## src/rtl/qpu_itcm_mport_ctrl_pkg.sv

```systemverilog
// +--------------------------------------------------------------------------+
// | qpu_itcm_mport_ctrl_pkg : shared ITCM widths, latency and helpers        |
// | Revision: 1.0                                                            |
// +--------------------------------------------------------------------------+
`default_nettype none

package qpu_itcm_mport_ctrl_pkg;

  localparam int QPU_ITCM_ADDR_WIDTH = 16;
  localparam int QPU_ITCM_DATA_WIDTH = 64;
  localparam int QPU_ITCM_WMSK_WIDTH = QPU_ITCM_DATA_WIDTH / 8;
  localparam int QPU_ITCM_AW_LSB     = 3;
  localparam int QPU_ITCM_RAM_AW     = QPU_ITCM_ADDR_WIDTH - QPU_ITCM_AW_LSB;
  localparam int QPU_ITCM_RD_LAT     = 1;
  localparam int QPU_ITCM_NPORTS     = 2;
  localparam int QPU_ITCM_BUF_DEPTH  = 4;

  // Port-ID field never collapses to zero bits, even for a single initiator.
  function automatic int pid_width(input int n);
    return (n > 1) ? $clog2(n) : 1;
  endfunction

endpackage

`default_nettype wire

```

## src/rtl/qpu_itcm_rsp_fifo.sv

```systemverilog
// +--------------------------------------------------------------------------+
// | qpu_itcm_rsp_fifo : sync response FIFO, fall-through when empty          |
// | Revision: 1.0                                                            |
// +--------------------------------------------------------------------------+
`default_nettype none

module qpu_itcm_rsp_fifo #(
  parameter int WIDTH = 65,
  parameter int DEPTH = 4,
  localparam int CNT_W = $clog2(DEPTH + 1)
) (
  input  logic             clk,
  input  logic             rst,
  input  logic             push_i,
  input  logic [WIDTH-1:0] push_data_i,
  input  logic             pop_i,
  output logic             out_valid_o,
  output logic [WIDTH-1:0] out_data_o,
  output logic             full_o,
  output logic             empty_o,
  output logic [CNT_W-1:0] count_o
);

  localparam int PTR_W = (DEPTH > 1) ? $clog2(DEPTH) : 1;

  logic [WIDTH-1:0] mem_q [DEPTH];
  logic [PTR_W-1:0] wr_q, rd_q;
  logic [CNT_W-1:0] cnt_q;
  logic             w_empty, w_full, w_enq, w_deq;

  function automatic logic [PTR_W-1:0] ptr_inc(input logic [PTR_W-1:0] p);
    return (p == PTR_W'(DEPTH - 1)) ? '0 : p + PTR_W'(1);
  endfunction

  assign w_empty = (cnt_q == '0);
  assign w_full  = (cnt_q == CNT_W'(DEPTH));
  // An entry pushed into an empty FIFO and popped in the same cycle is never stored.
  assign w_enq   = push_i & ~(w_empty & pop_i);
  assign w_deq   = pop_i & ~w_empty;

  assign out_valid_o = ~w_empty | push_i;
  assign out_data_o  = w_empty ? push_data_i : mem_q[rd_q];
  assign full_o      = w_full;
  assign empty_o     = w_empty;
  assign count_o     = cnt_q;

  always_ff @(posedge clk) begin
    if (rst) begin
      wr_q  <= '0;
      rd_q  <= '0;
      cnt_q <= '0;
    end else begin
      if (w_enq) wr_q <= ptr_inc(wr_q);
      if (w_deq) rd_q <= ptr_inc(rd_q);
      cnt_q <= cnt_q + CNT_W'(w_enq) - CNT_W'(w_deq);
    end
  end

  always_ff @(posedge clk) begin
    if (w_enq) mem_q[wr_q] <= push_data_i;
  end

  a_no_overflow: assert property (@(posedge clk) disable iff (rst)
    !(push_i && w_full && !pop_i));

endmodule

`default_nettype wire

```

## src/rtl/qpu_itcm_mport_ctrl.sv

```systemverilog
// +--------------------------------------------------------------------------+
// | qpu_itcm_mport_ctrl : round-robin multi-port ICB access to one ITCM SRAM |
// | Revision: 1.0                                                            |
// +--------------------------------------------------------------------------+
`default_nettype none

module qpu_itcm_mport_ctrl
  import qpu_itcm_mport_ctrl_pkg::*;
#(
  parameter int N_PORTS   = QPU_ITCM_NPORTS,
  parameter int AW        = QPU_ITCM_ADDR_WIDTH,
  parameter int DW        = QPU_ITCM_DATA_WIDTH,
  parameter int MW        = QPU_ITCM_WMSK_WIDTH,
  parameter int AW_LSB    = QPU_ITCM_AW_LSB,
  parameter int RAM_AW    = QPU_ITCM_RAM_AW,
  parameter int RD_LAT    = QPU_ITCM_RD_LAT,
  parameter int BUF_DEPTH = QPU_ITCM_BUF_DEPTH
) (
  input  logic                  clk,
  input  logic                  rst,
  output logic                  itcm_active,
  input  logic [N_PORTS-1:0]    i_icb_cmd_valid,
  output logic [N_PORTS-1:0]    i_icb_cmd_ready,
  input  logic [N_PORTS-1:0]    i_icb_cmd_read,
  input  logic [N_PORTS*AW-1:0] i_icb_cmd_addr,
  input  logic [N_PORTS*DW-1:0] i_icb_cmd_wdata,
  input  logic [N_PORTS*MW-1:0] i_icb_cmd_wmask,
  output logic [N_PORTS-1:0]    i_icb_rsp_valid,
  input  logic [N_PORTS-1:0]    i_icb_rsp_ready,
  output logic [DW-1:0]         i_icb_rsp_rdata,
  output logic                  ram_cs,
  output logic                  ram_we,
  output logic [RAM_AW-1:0]     ram_addr,
  output logic [MW-1:0]         ram_wem,
  output logic [DW-1:0]         ram_din,
  input  logic [DW-1:0]         ram_dout
);

  localparam int PID_W = pid_width(N_PORTS);
  localparam int CRD_W = $clog2(BUF_DEPTH + 1);
  localparam int FW    = DW + PID_W;
  localparam int CNT_W = $clog2(BUF_DEPTH + 1);

  logic [PID_W-1:0]   rr_q, rr_d;
  logic [CRD_W-1:0]   credit_q, credit_d;

  logic [N_PORTS-1:0] w_grant;
  logic [PID_W-1:0]   w_gidx;
  logic               w_gvld, w_credit_ok, w_issue, w_pop;
  logic               w_sel_read;
  logic [AW-1:0]      w_sel_addr;
  logic [DW-1:0]      w_sel_wdata;
  logic [MW-1:0]      w_sel_wmask;

  logic [RD_LAT-1:0]  pvld_q, prd_q;
  logic [PID_W-1:0]   ppid_q [RD_LAT];

  logic               w_push, w_fvld, w_fifo_full, w_fifo_empty;
  logic [FW-1:0]      w_push_data, w_fout;
  logic [CNT_W-1:0]   w_fifo_cnt;
  logic [PID_W-1:0]   w_head_pid;
  logic               w_unused_bits;

  // Round-robin: first valid port at or above rr_q, otherwise the lowest valid port.
  always_comb begin
    w_grant = '0;
    w_gidx  = '0;
    w_gvld  = 1'b0;
    for (int k = 0; k < N_PORTS; k++) begin
      if (!w_gvld && i_icb_cmd_valid[k] && (PID_W'(k) >= rr_q)) begin
        w_grant[k] = 1'b1;
        w_gidx     = PID_W'(k);
        w_gvld     = 1'b1;
      end
    end
    for (int k = 0; k < N_PORTS; k++) begin
      if (!w_gvld && i_icb_cmd_valid[k]) begin
        w_grant[k] = 1'b1;
        w_gidx     = PID_W'(k);
        w_gvld     = 1'b1;
      end
    end
  end

  always_comb begin
    w_sel_read  = 1'b0;
    w_sel_addr  = '0;
    w_sel_wdata = '0;
    w_sel_wmask = '0;
    for (int k = 0; k < N_PORTS; k++) begin
      if (w_grant[k]) begin
        w_sel_read  = i_icb_cmd_read[k];
        w_sel_addr  = i_icb_cmd_addr[k*AW +: AW];
        w_sel_wdata = i_icb_cmd_wdata[k*DW +: DW];
        w_sel_wmask = i_icb_cmd_wmask[k*MW +: MW];
      end
    end
  end

  assign w_credit_ok     = (credit_q != '0);
  assign w_issue         = w_gvld & w_credit_ok & ~rst;
  assign i_icb_cmd_ready = w_grant & {N_PORTS{w_credit_ok & ~rst}};

  always_comb begin
    ram_cs   = w_issue;
    ram_we   = w_issue & ~w_sel_read;
    ram_addr = w_issue ? w_sel_addr[AW_LSB +: RAM_AW] : '0;
    ram_wem  = (w_issue & ~w_sel_read) ? w_sel_wmask : '0;
    ram_din  = w_issue ? w_sel_wdata : '0;
  end

  always_comb begin
    rr_d = rr_q;
    if (w_issue) begin
      rr_d = (w_gidx == PID_W'(N_PORTS - 1)) ? '0 : w_gidx + PID_W'(1);
    end
  end

  always_comb begin
    credit_d = credit_q;
    case ({w_issue, w_pop})
      2'b10:   credit_d = credit_q - CRD_W'(1);
      2'b01:   credit_d = credit_q + CRD_W'(1);
      default: credit_d = credit_q;
    endcase
  end

  always_ff @(posedge clk) begin
    if (rst) begin
      rr_q     <= '0;
      credit_q <= CRD_W'(BUF_DEPTH);
    end else begin
      rr_q     <= rr_d;
      credit_q <= credit_d;
    end
  end

  // Tag pipe tracks {port, is_read} alongside the SRAM read latency.
  always_ff @(posedge clk) begin
    if (rst) begin
      pvld_q <= '0;
      prd_q  <= '0;
      for (int s = 0; s < RD_LAT; s++) ppid_q[s] <= '0;
    end else begin
      pvld_q[0] <= w_issue;
      prd_q[0]  <= w_sel_read;
      ppid_q[0] <= w_gidx;
      for (int s = 1; s < RD_LAT; s++) begin
        pvld_q[s] <= pvld_q[s-1];
        prd_q[s]  <= prd_q[s-1];
        ppid_q[s] <= ppid_q[s-1];
      end
    end
  end

  assign w_push      = pvld_q[RD_LAT-1];
  assign w_push_data = {ppid_q[RD_LAT-1], (prd_q[RD_LAT-1] ? ram_dout : {DW{1'b0}})};

  qpu_itcm_rsp_fifo #(
    .WIDTH (FW),
    .DEPTH (BUF_DEPTH)
  ) u_rsp_fifo (
    .clk         (clk),
    .rst         (rst),
    .push_i      (w_push),
    .push_data_i (w_push_data),
    .pop_i       (w_pop),
    .out_valid_o (w_fvld),
    .out_data_o  (w_fout),
    .full_o      (w_fifo_full),
    .empty_o     (w_fifo_empty),
    .count_o     (w_fifo_cnt)
  );

  assign w_head_pid      = w_fout[DW +: PID_W];
  assign i_icb_rsp_rdata = w_fout[DW-1:0];

  always_comb begin
    i_icb_rsp_valid = '0;
    for (int k = 0; k < N_PORTS; k++) begin
      if (w_fvld && !rst && (w_head_pid == PID_W'(k))) i_icb_rsp_valid[k] = 1'b1;
    end
  end

  assign w_pop       = |(i_icb_rsp_valid & i_icb_rsp_ready);
  assign itcm_active = (|i_icb_cmd_valid) | (|pvld_q) | ~w_fifo_empty;

  assign w_unused_bits = ^{w_sel_addr, w_fifo_full, w_fifo_cnt};

endmodule

`default_nettype wire

```

## config.mk

```make
export PLATFORM = sky130hd
export DESIGN_NAME = qpu_itcm_mport_ctrl
export DESIGN_NICKNAME = d
export VERILOG_FILES = /design/src/rtl/qpu_itcm_mport_ctrl_pkg.sv /design/src/rtl/qpu_itcm_rsp_fifo.sv /design/src/rtl/qpu_itcm_mport_ctrl.sv
export SDC_FILE = /design/constraint.sdc
export NUM_CORES = 1
export LEC_CHECK = 0
export BUFFER_PORTS_ARGS = -buffer_cell sky130_fd_sc_hd__buf_2
export CAP_MARGIN = 5
export CORE_AREA = 2 2 171 173
export DETAILED_ROUTE_END_ITERATION = 10
export DIE_AREA = 0 0 173 175
export PLACE_DENSITY = 0.74
export SYNTH_ARGS = -nofsm -noshare
export SYNTH_HDL_FRONTEND = slang
export SYNTH_HIERARCHICAL = 1
export SYNTH_SLANG_ARGS = --single-unit
```

## constraint.sdc

```tcl
create_clock -name clk -period 3.8 [get_ports clk]
set_input_delay 0 -clock clk [delete_from_list [all_inputs] [get_ports clk]]
set_output_delay 0 -clock clk [all_outputs]
set_load 0.01 [all_outputs]
```

### After elaboration in Yosys (flattened, before gate mapping)

Memories as Yosys holds them, arrays and structs flattened. A register that Yosys moved wholly into a read port is not among the register bits.
Cells that the tools add are included.

* bits of input ports: 248
* memories kept: 2
* bits in registers: 13
* bits in writable memories: 261

* eq/ne operators: 4
* magnitude comparators: 2
* reductions and logical operators: 18
* muxes and demuxes: 37
* bitwise gates (word level): 17
* $add $sub $neg: 7

Memory list
* u_rsp_fifo.mem_q: depth 4, bits a word 65, read ports 1, clocked after memory_dff 1, write ports 1, line qpu_itcm_rsp_fifo.sv:26 `logic [WIDTH-1:0] mem_q [DEPTH];`
* ppid_q: depth 1, bits a word 1, read ports 1, clocked after memory_dff 0, write ports 1, line qpu_itcm_mport_ctrl.sv:56 `logic [PID_W-1:0] ppid_q [RD_LAT];`

Operator list (number)
* 64-bit two-way mux: 4
* 65-bit two-way mux: 1
* 16-bit two-way mux: 2
* 8-bit two-way mux: 3
* 1-bit two-way mux: 21
* 13-bit two-way mux: 1
* 1-bit logical AND: 8
* 2-bit two-way mux: 4
* 1-bit bitwise AND: 7
* 2-bit == test (second input constant): 3
* 3-bit case mux with 2 select lines: 1
* 1-bit NOT: 5
* 2-bit by 1-bit adder with 2-bit output (second input constant): 2
* 2-bit bitwise AND: 2
* 1-bit logical NOT: 4
* 2-bit OR reduction: 2
* 3-bit by 1-bit adder with 3-bit output: 1
* 3-bit by 1-bit adder with 3-bit output (second input constant): 1
* 3-bit logical NOT: 1
* 1-bit OR: 3
* 3-bit nonzero test: 1
* 3-bit by 1-bit subtractor with 3-bit output: 1
* 3-bit by 1-bit subtractor with 3-bit output (second input constant): 1
* 2-bit by 1-bit == test with 1-bit output (second input constant): 1
* 4 further kinds: 5

### Depth between registers and ports, before layout

* depth after elaboration: 17
* gate-level depth with buffers: 13
* gate-level depth less buffers: 12

### Hierarchy

The synthesis kept the hierarchy.

By module, submodules not included
* qpu_itcm_rsp_fifo: times used 1, cells each 464, seq. area each 7987.7 µm², area each 10637.7 µm²
* qpu_itcm_mport_ctrl: times used 1, cells each 321, seq. area each 140.1 µm², area each 2053.2 µm²

### Worst setup path after synthesis

No wires, ideal clock.

* path type: reg2reg
* start point: register (tool-made name)
* end point: memory u_rsp_fifo.mem_q[0][0] (enable)
* path slack: -0.209 ns
* cell stages (with the launch flop): 8
* data arrival time: 3.579 ns
* setup time: 0.430 ns
* required time: 3.370 ns
* cell sequence: dfxtp_1 -> buf_6 -> mux4_2 -> mux2_2 -> and3b_1 -> a22o_1 -> or4b_2 -> and3_1

RTL lines (line)
* end, declared: qpu_itcm_rsp_fifo.sv:26

==> reports/metrics.csv <==
metric,value,unit
starting density of the core,0.447,
Port-buffer cells,397,
total gr overflow,0,
Die Ht,175,um
ratio of cells with drive above 1 in the final layout,0.480,
Total GRT Usage,0.221,
"Hold Vio Cnt, Final",0,
clk root buf,clkbuf_16,
Worst-Skew Late Latency,520,ps
drt first-iter violations,649,
Avg WL per Cell,21.1,um
fin crit share,0.867,
# setup viols final,0,
Post-DRT Antenna Nets,0,
Critical Path Sink Type,flop,
first-pass GRT wire length,51.6,mm
H-tree depth,1,
DP Area,15000,um2
kind of critical path,flop to flop,
Hold Path Class,input pin to flop,
Clock transition at path regs,60,ps
maxcap violations,0,
minimum clock period,3290,ps
Hold Crit Depth,5,
Vias,8906,
DRC,0,
Seq pwr share,0.414,
worst reg-to-reg path cell count,7,
Boundary Pins,404,
crit-path max cell delay,700,ps
Hold Crit Start,i_icb_rsp_ready[0],
CP Data Required Time,4030,ps
CTS-repair resized insts,0,
CORE AREA,28400,um2
Power Density,561,nW/um2
yosys warns,6,
TritonCTS Buffers,25,
vias in the first global route,8863,
worst-path cell chain,mux4_2 -> mux2_2 -> nor3b_1 -> a22o_1 -> or4b_2 -> and3_2 -> buf_12,
LEAKAGE,0.00642,uW
drt total wl,34.3,mm
Critical R2R Capture,u_rsp_fifo/mem_q[1][4]$_DFFE_PP_,
fin area,16400,um2
Slew HR,0.217,
Post-Syn Area,12700,um2
CP max-delay cell,or4b_2,
fmax,304,MHz
routed vias/inst,5.49,
Rows,62,
P_int,6460,uW
Sw Pwr,2750,uW
critical path peak fanout,58,
combinational share of power,0.326,
largest net degree at the start of global routing,90,
Num Clock Sinks,276,
peak supply drop,0.000479,V
initial antenna violation count,4,
Layout Skew,28.3,ps
Gate Count Post-Synth,784,
total power,9210,uW
outcome,"finished, final reports clean",
CP arrival,3520,ps
Sw Share,0.299,
Initial DRT Pass Iterations,5,
FF-to-FF setup slack,510,ps
Worst Tran Pin Value,1170,ps
Longest Clk Path Bufs,3,
fin nets,1475,
Worst setup SP type,flop,
post-synthesis net count,1041,
RSZ-0062 raised after global routing,false,
die width,173,um
area grow syn2layout,29.6,%
max-slew violations,0,
Die Footprint,30300,um2
Syn Area/Cell,16.2,um2
power share of the clock group,0.260,
TNS Setup,0,ps
dpl hpwl,22.5,mm
Final GP Congestion,0.874,
Fin Hold WS,196,ps
CTS tree,built,
-- registers in the layout, indices dropped and copies added (netlist names), named ones only --
signal and cells:
prd_q 1, pvld_q 1, ppid_q 1, u_rsp_fifo/wr_q 2, credit_q 3, u_rsp_fifo/mem_q 260
u_rsp_fifo/count_o 3, rr_q 1, u_rsp_fifo/rd_q 2
-- routing by layer --
layer | part of all wire | global-route usage | up-vias | routed length, um
li1 | - | - | 4022 | -
met1 | 0.40 | 0.289 | 4402 | 13700
met2 | 0.50 | 0.372 | 407 | 17100
met3 | 0.061 | 0.0348 | 75 | 2110
met4 | 0.042 | 0.0879 | 0 | 1440
met5 | 0 | 0 | - | 0
-- what timing repair did --
action | CTS | global route
hold buffers | 67 | 0
setup buffers | 0 | 0
endpoints found under the setup margin | 0 | 0
hold endpoints to repair | 270 | 0
-- cell type report --
| cell class | instances | area [um2] |
|---|---|---|
| fill | 2233 | 12000 |
| sequential | 276 | 8130 |
| multi-input combinational | 431 | 4190 |
| timing repair buffer | 477 | 2810 |
| clock buffer | 32 | 693 |
| tap | 384 | 480 |
| clock inverter | 13 | 100 |
| inverter | 7 | 26.3 |
| antenna | 3 | 7.51 |
-- power by group through the flow --
stage / clock network [uW] / registers, uW / logic [uW]
CTS: 2450 / 3820 / 3030
floorplan: 0 / 3830 / 2000
finish: 2400 / 3820 / 3000
detailed placement: 0 / 3880 / 2960
global route: 2580 / 3840 / 3230
global placement: 0 / 3860 / 2940
-- how the worst max path moves through the flow --
stage | slack (ps) | end | cells after the start
6_report | 510 | u_rsp_fifo/mem_q[1][4]$_DFFE_PP_ | 7
3_5_place_dp | 530 | u_rsp_fifo/mem_q[0][16]$_DFFE_PP_ | 7
2_1_floorplan | 260 | u_rsp_fifo/mem_q[3][0]$_DFFE_PP_ | 7
5_1_grt | 290 | u_rsp_fifo/count_o[2]$_SDFF_PP0_ | 12
3_3_place_gp | 580 | u_rsp_fifo/mem_q[0][17]$_DFFE_PP_ | 7
4_1_cts | 490 | u_rsp_fifo/mem_q[0][48]$_DFFE_PP_ | 7
-- worst max-delay path, delay by kind of cell, from the launching register on --
family                 cells  cell delay (ps)
and+or+nand+nor            3             1290
AOI/OAI and AO/OA          1              300
buffers and inverters      1              240
DFF                        1              350
muxes                      2              760
-- cell usage in the layout, fill, tap and decap left out, types with 2 or more instances in the layout --
cell             n
nor2_1          87
buf_4            9
buf_12           4
diode_2          3
nor3_1          13
mux4_2          65
fa_1             2
and3_2           4
inv_1            7
and2_1          65
mux2_2          65
o21ai_0          2
ha_1             7
mux2i_1          2
edfxtp_1       260
a21oi_1          4
or3_1            2
nand2_1          3
o31ai_1          2
dlygate4sd3_1   67
nand3_1          2
clkbuf_1         4
clkbuf_8         2
xor2_1           3
nor3b_1          3
dfxtp_2          2
clkbuf_16       26
buf_2          397
dfxtp_1         13
nor2b_1          2
clkinv_2         7
a32oi_1         85
-- per-stage QoR --
stage	setup slack [ps]	cells	util
floorplan	255	784	-
global placement	575	1508	0.527
detailed placement	530	1508	0.527
CTS	492	1620	0.579
global route	287	1623	0.579
finish	506	1623	0.579
(Power assumes the default switching activity.)
